File: config.mk
export PLATFORM = sky130hd
export DESIGN_NAME = serial_channel_packer
export DESIGN_NICKNAME = d
export VERILOG_FILES = /design/src/rtl/serial_channel_packer.sv
export SDC_FILE = /design/constraint.sdc
export NUM_CORES = 1
export LEC_CHECK = 0
export CAP_MARGIN = 0
export CORE_AREA = 2 2 97 99
export DETAILED_ROUTE_END_ITERATION = 12
export DIE_AREA = 0 0 99 101
export PLACE_DENSITY = 0.75
export SETUP_SLACK_MARGIN = 0.05
export SKIP_CTS_REPAIR_TIMING = 1
export SLEW_MARGIN = 20
export SYNTH_ARGS = -nofsm -noshare
export SYNTH_HDL_FRONTEND = slang
export SYNTH_SLANG_ARGS = --single-unit
File: constraint.sdc
create_clock -name clk -period 3.3 [get_ports clk]
set_input_delay 0.66 -clock clk [delete_from_list [all_inputs] [get_ports clk]]
set_output_delay 0.66 -clock clk [all_outputs]
set_load 0.02 [all_outputs]
File: src/rtl/serial_channel_packer.sv
// serial_channel_packer: packs a framed serial payload stream into channel-tagged bytes behind a small FIFO.
//   clk, rst         clock (rising edge) and asynchronous active-high reset
//   in_valid/in_bit  payload bit stream, one bit per cycle while in_valid=1
//   in_chan          channel of the current frame
//   out_ready        consumer takes the head entry when out_valid=1
//   clr_ovf          clears the sticky overflow flag
//   out_valid/out_*  FIFO head: right-aligned byte, channel, bit count, last-of-frame
//   ovf              sticky drop indicator
//   frame_cnt        completed frames, wrapping
module serial_channel_packer #(
   parameter int DEPTH = 4,
   parameter int PTR_W = 2
) (
   input  logic       clk,
   input  logic       rst,
   input  logic       in_valid,
   input  logic       in_bit,
   input  logic [1:0] in_chan,
   input  logic       out_ready,
   input  logic       clr_ovf,
   output logic       out_valid,
   output logic [7:0] out_data,
   output logic [1:0] out_chan,
   output logic [3:0] out_nbits,
   output logic       out_last,
   output logic       ovf,
   output logic [7:0] frame_cnt
);
   typedef struct packed {
      logic [7:0] data;
      logic [1:0] chan;
      logic [3:0] nbits;
      logic       last;
   } entry_t;

   localparam logic [PTR_W:0] FULL = (PTR_W+1)'(DEPTH);
   localparam logic [PTR_W:0] ONE  = (PTR_W+1)'(1);

   logic [7:0]     acc_q, acc_d;
   logic [3:0]     cnt_q, cnt_d;
   logic [1:0]     chan_q, chan_d;
   logic           prev_valid_q, prev_valid_d;
   logic [7:0]     frame_cnt_q, frame_cnt_d;
   logic [PTR_W:0] wp_q, wp_d, rp_q, rp_d, occ, pop_w;
   entry_t         mem_q [DEPTH];
   entry_t         mem_d [DEPTH];
   entry_t         head_q, head_d, ent;
   logic           out_valid_q, out_valid_d, ovf_q, ovf_d;
   logic           push, pop, accept;

   always_comb begin
      acc_d = acc_q;
      cnt_d = cnt_q;
      chan_d = chan_q;
      prev_valid_d = in_valid;
      frame_cnt_d = frame_cnt_q;
      push = 1'b0;
      ent = '0;
      if (in_valid) begin
         // a channel switch mid-frame closes the old frame and opens a new one on the same edge
         if (cnt_q != 4'd0 && in_chan != chan_q) begin
            push = 1'b1;
            ent = {acc_q, chan_q, cnt_q, 1'b1};
            frame_cnt_d = frame_cnt_q + 8'd1;
         end else if (cnt_q == 4'd8) begin
            push = 1'b1;
            ent = {acc_q, chan_q, 4'd8, 1'b0};
         end
         // restarting from zero keeps the bits above nbits clear
         if (push || cnt_q == 4'd0) begin
            acc_d = {7'b0, in_bit};
            cnt_d = 4'd1;
            chan_d = in_chan;
         end else begin
            acc_d = {acc_q[6:0], in_bit};
            cnt_d = cnt_q + 4'd1;
         end
      end else if (prev_valid_q && cnt_q != 4'd0) begin
         push = 1'b1;
         ent = {acc_q, chan_q, cnt_q, 1'b1};
         cnt_d = 4'd0;
         frame_cnt_d = frame_cnt_q + 8'd1;
      end
      pop = out_valid_q & out_ready;
      pop_w = {{PTR_W{1'b0}}, pop};
      occ = wp_q - rp_q;
      accept = push && (occ != FULL || pop);
      mem_d = mem_q;
      wp_d = wp_q;
      if (accept) begin
         mem_d[wp_q[PTR_W-1:0]] = ent;
         wp_d = wp_q + ONE;
      end
      rp_d = rp_q + pop_w;
      // only entries already stored before this edge become visible, giving one cycle of push latency
      out_valid_d = (occ - pop_w) != '0;
      head_d = out_valid_d ? mem_q[rp_d[PTR_W-1:0]] : head_q;
      ovf_d = (push & ~accept) | (ovf_q & ~clr_ovf);
   end

   always_ff @(posedge clk or posedge rst) begin
      if (rst) begin
         acc_q <= '0;
         cnt_q <= '0;
         chan_q <= '0;
         prev_valid_q <= 1'b0;
         frame_cnt_q <= '0;
         wp_q <= '0;
         rp_q <= '0;
         head_q <= '0;
         out_valid_q <= 1'b0;
         ovf_q <= 1'b0;
      end else begin
         acc_q <= acc_d;
         cnt_q <= cnt_d;
         chan_q <= chan_d;
         prev_valid_q <= prev_valid_d;
         frame_cnt_q <= frame_cnt_d;
         wp_q <= wp_d;
         rp_q <= rp_d;
         head_q <= head_d;
         out_valid_q <= out_valid_d;
         ovf_q <= ovf_d;
      end
   end

   // storage needs no reset: it is never read until written
   always_ff @(posedge clk) mem_q <= mem_d;

   assign out_valid = out_valid_q;
   assign out_data  = head_q.data;
   assign out_chan  = head_q.chan;
   assign out_nbits = head_q.nbits;
   assign out_last  = head_q.last;
   assign ovf       = ovf_q;
   assign frame_cnt = frame_cnt_q;
endmodule

==> impl_metrics.env <==
export IMPL_clkLatencyLatePin_ps=380
export IMPL_track_usage_pct=15.8
export IMPL_grt_pass1_wl_mm=11.8
export IMPL_max_stage_delay_ps=390
export IMPL_finClkSkew_ps=15.0
export IMPL_p_leak_nw=1.92
export IMPL_placement_io_buffers=32
export IMPL_vias=2237
export IMPL_period_share_pct=80.8
export IMPL_dr_pass1_iters=4
export IMPL_rsz0062_at_grt="no"
export IMPL_power_density_nw_per_um2=943
export IMPL_h_tree_depth=3
export IMPL_hold_path_end="wp_q[2]$_DFFE_PP0P_"
export IMPL_ir_worst_vdd_uv=502
export IMPL_io_pins=33
export IMPL_wl_per_cell_um=17.0
export IMPL_dr_max_layer_used="met4"
export IMPL_ys_seq_area_share_pct=67.3
export IMPL_critPathMaxFanout=15
export IMPL_cts_tree="yes"
export IMPL_syn_instance_count=258
export IMPL_met2_length_mm=3.63
export IMPL_worstSetupStartpointType="flop"
export IMPL_r2r_start="wp_q[0]$_DFFE_PP0P_"
export IMPL_overflow=0
export IMPL_area_growth_pct=15.3
export IMPL_critical_path_cell_chain="inv_1, ha_1, fa_1, xor3_2, and4_2, nor3_4, and2_1, buf_4"
export IMPL_met1_length_mm=3.16
export IMPL_dieArea_um2=10000
export IMPL_synth_flop_cell="edfxtp_1"
export IMPL_wl_met3_um=195
export IMPL_fin_cells=418
export IMPL_grt_pass1_vias=2275
export IMPL_cp_slowest_cell="dfrtp_1"
export IMPL_grt_max_degree=47
export IMPL_via_per_inst=5.35
export IMPL_syn_area_um2=4390
export IMPL_synth_mux_area_share_pct=13.8
export IMPL_synth_area_top_cells="edfxtp_1 (41%), dfrtp_1 (26%), mux4_2 (7.7%)"
export IMPL_yosysMostFrequentCell="edfxtp_1"
export IMPL_die_height_um=101
export IMPL_worst_r2r_cell_count=8
export IMPL_gp_congestion=0.749
export IMPL_crit_type="flop to flop"
export IMPL_synth_cell_types=36
export IMPL_clockPowerShare_pct=15.9
export IMPL_path_buf_inv=2
export IMPL_r2r_slack_ps=630
export IMPL_tightest_slew_ps=845
export IMPL_numCtsBuffers=9
export IMPL_fmax_mhz=375
export IMPL_synth_top_area_share_pct=41.1
export IMPL_nNetsFinal=322
export IMPL_critPathCaptureType="flop"
export IMPL_hold_start="wp_q[2]$_DFFE_PP0P_"
export IMPL_setup_tns_ps=0
export IMPL_p_sw_mw=1.56
export IMPL_swShare_pct=32.7
export IMPL_cts_buffer_depth=2
export IMPL_yosysWarnings=0
export IMPL_chipWidth_um=99
export IMPL_hold_violations=0
export IMPL_critPathTopFamily="simple AND/OR/NAND/NOR gates"
export IMPL_finalMaxSlewViolations=0
export IMPL_internal_power_mw=3.21
export IMPL_syn_nets=278
export IMPL_ys_seq_elements=106
export IMPL_status="completed"
export IMPL_drv_cap=0
export IMPL_synth_top_cell_by_area="edfxtp_1"
export IMPL_synth_adder_area_share_pct=3.59
export IMPL_synth_avg_cell_area_um2=17.0
export IMPL_core_area_um2=8980
export IMPL_antenna_found_initial=0
export IMPL_path_clk_slew_ps=100
export IMPL_combPwrFrac_pct=43.0
export IMPL_fin_crit_ps=2670
export IMPL_synth_compound_area_share_pct=2.34
export IMPL_synth_top_family_by_area="multiplexers"
export IMPL_hp_class="flop to flop"
export IMPL_finalSetupViolCount=0
export IMPL_arrival_ps=2730
export IMPL_synthXorXnorAreaFrac_pct=3.36
export IMPL_seqPwrFrac_pct=41.2
export IMPL_async_flop_share_pct=43.4
export IMPL_fp_row_count=35
export IMPL_cts_root_buf="clkbuf_8"
export IMPL_r2r_end="mem_q[28]$_DFFE_PP_"
export IMPL_worstPathRequired_ps=3360
export IMPL_synth_top_cells_by_count="edfxtp_1 (60), dfrtp_1 (46), inv_1 (16)"
export IMPL_dp_hpwl_mm=4.60
export IMPL_drt_wl_total_mm=7.12
export IMPL_synthSimpleGateAreaFrac_pct=6.70
export IMPL_max_slew_margin_pct=43.6
export IMPL_antenna_cells=0
export IMPL_place_inst=402
export IMPL_cts_sinks=106
export IMPL_synth_edf_count=60
export IMPL_drive_above_1_share_pct=22.8
export IMPL_fillCellCount=696
export IMPL_hold_depth=1
export IMPL_initial_core_util_pct=48.9
export IMPL_post_route_drc_count=0
export IMPL_final_antenna_net_count=0
export IMPL_drt_iter0_drc=75
-- registers in the layout (all words and copies together), names as in the netlist --
signal	count
ovf	1
out_chan	2
out_last	1
out_nbits	4
prev_valid_q	1
cnt_q	4
acc_q	8
out_data	8
chan_q	2
mem_q	60
frame_cnt	8
rp_q	3
out_valid	1
wp_q	3
-- metal layers --
metal	track usage, %	vias up
li1	-	1042
met1	20.2	1143
met2	26.6	42
met3	2.91	10
met4	6.95	0
met5	0	-
-- worst reg2reg max path, stage by stage, from the launching register on --
cell	delay, ps
dfrtp_1	390
inv_1	120
ha_1	230
fa_1	390
xor3_2	250
and4_2	300
nor3_4	270
and2_1	160
buf_4	250
-- worst max-delay path by stage --
stage / startpoint / to / slack [ps] / depth (start not counted)
3_3_place_gp: out_ready / out_data[0]$_DFFE_PP0P_ / 580 / 7
4_1_cts: wp_q[0]$_DFFE_PP0P_ / mem_q[28]$_DFFE_PP_ / 620 / 8
3_5_place_dp: out_ready / out_chan[1]$_DFFE_PP0P_ / 560 / 7
5_1_grt: wp_q[0]$_DFFE_PP0P_ / mem_q[53]$_DFFE_PP_ / 500 / 8
2_1_floorplan: wp_q[0]$_DFFE_PP0P_ / mem_q[0]$_DFFE_PP_ / 670 / 6
6_report: wp_q[0]$_DFFE_PP0P_ / mem_q[28]$_DFFE_PP_ / 630 / 8
-- cells by family (layout without fill, tap and decap cells) --
| kind of cell | count (synthesis) | in the layout |
|---|---|---|
| simple gates | 48 | 48 |
| fa+ha+maj | 12 | 12 |
| compound gates | 15 | 15 |
| flops | 106 | 106 |
| xor+xnor | 15 | 15 |
| buf+inv | 26 | 75 |
| mux | 36 | 36 |
-- power groups by stage --
stage                     sequential [mW]  combinational (mW)  clock (mW)
after floorplan                      2.12                1.40           0
after global placement               1.98                2.03           0
after detailed placement             2.00                2.08           0
after CTS                            1.97                2.09       0.774
after global routing                 2.01                2.22       0.832
final                                1.97                2.05       0.756
-- per-stage QoR --
| stage | power (mW) | worst slack (ps) | hold slack (ps) | cell area (µm²) | utilization, % |
|---|---|---|---|---|---|
| 6_report | 4.77 | 634 | 480 | 5060 | 56.3 |
| 5_1_grt | 5.06 | 501 | 494 | 5060 | 56.3 |
| 4_1_cts | 4.83 | 618 | 481 | 5060 | 56.3 |
| 3_5_place_dp | 4.08 | 556 | 462 | 4870 | 54.2 |
| 3_3_place_gp | 4.00 | 578 | 460 | 4870 | 54.2 |
| 2_1_floorplan | 3.53 | 671 | 443 | 4390 | - |
-- area by class of cell --
type                            count  area [µm²]  share of cell area, %
Tap cell                          111         139                   2.75
Timing Repair Buffer               43         403                   7.97
Clock inverter                      7        62.6                   1.24
Inverter                           16        61.3                   1.21
Sequential cell                   106        2950                   58.4
Clock buffer                        9         124                   2.45
Multi-Input combinational cell    126        1320                   26.0
-- placed cells by master (no fill, tap or decap), types with 11 or more instances in the layout --
cell type / Yosys / layout
edfxtp_1: 60 / 60
dfrtp_1: 46 / 46
clkdlybuf4s50_1: 0 / 32
inv_1: 16 / 15
mux4_2: 15 / 15
nand2_1: 12 / 12
xnor2_1: 11 / 11
mux2_2: 11 / 11
ha_1: 11 / 11
buf_4: 0 / 11
Power figures use the tool's default switching activity.
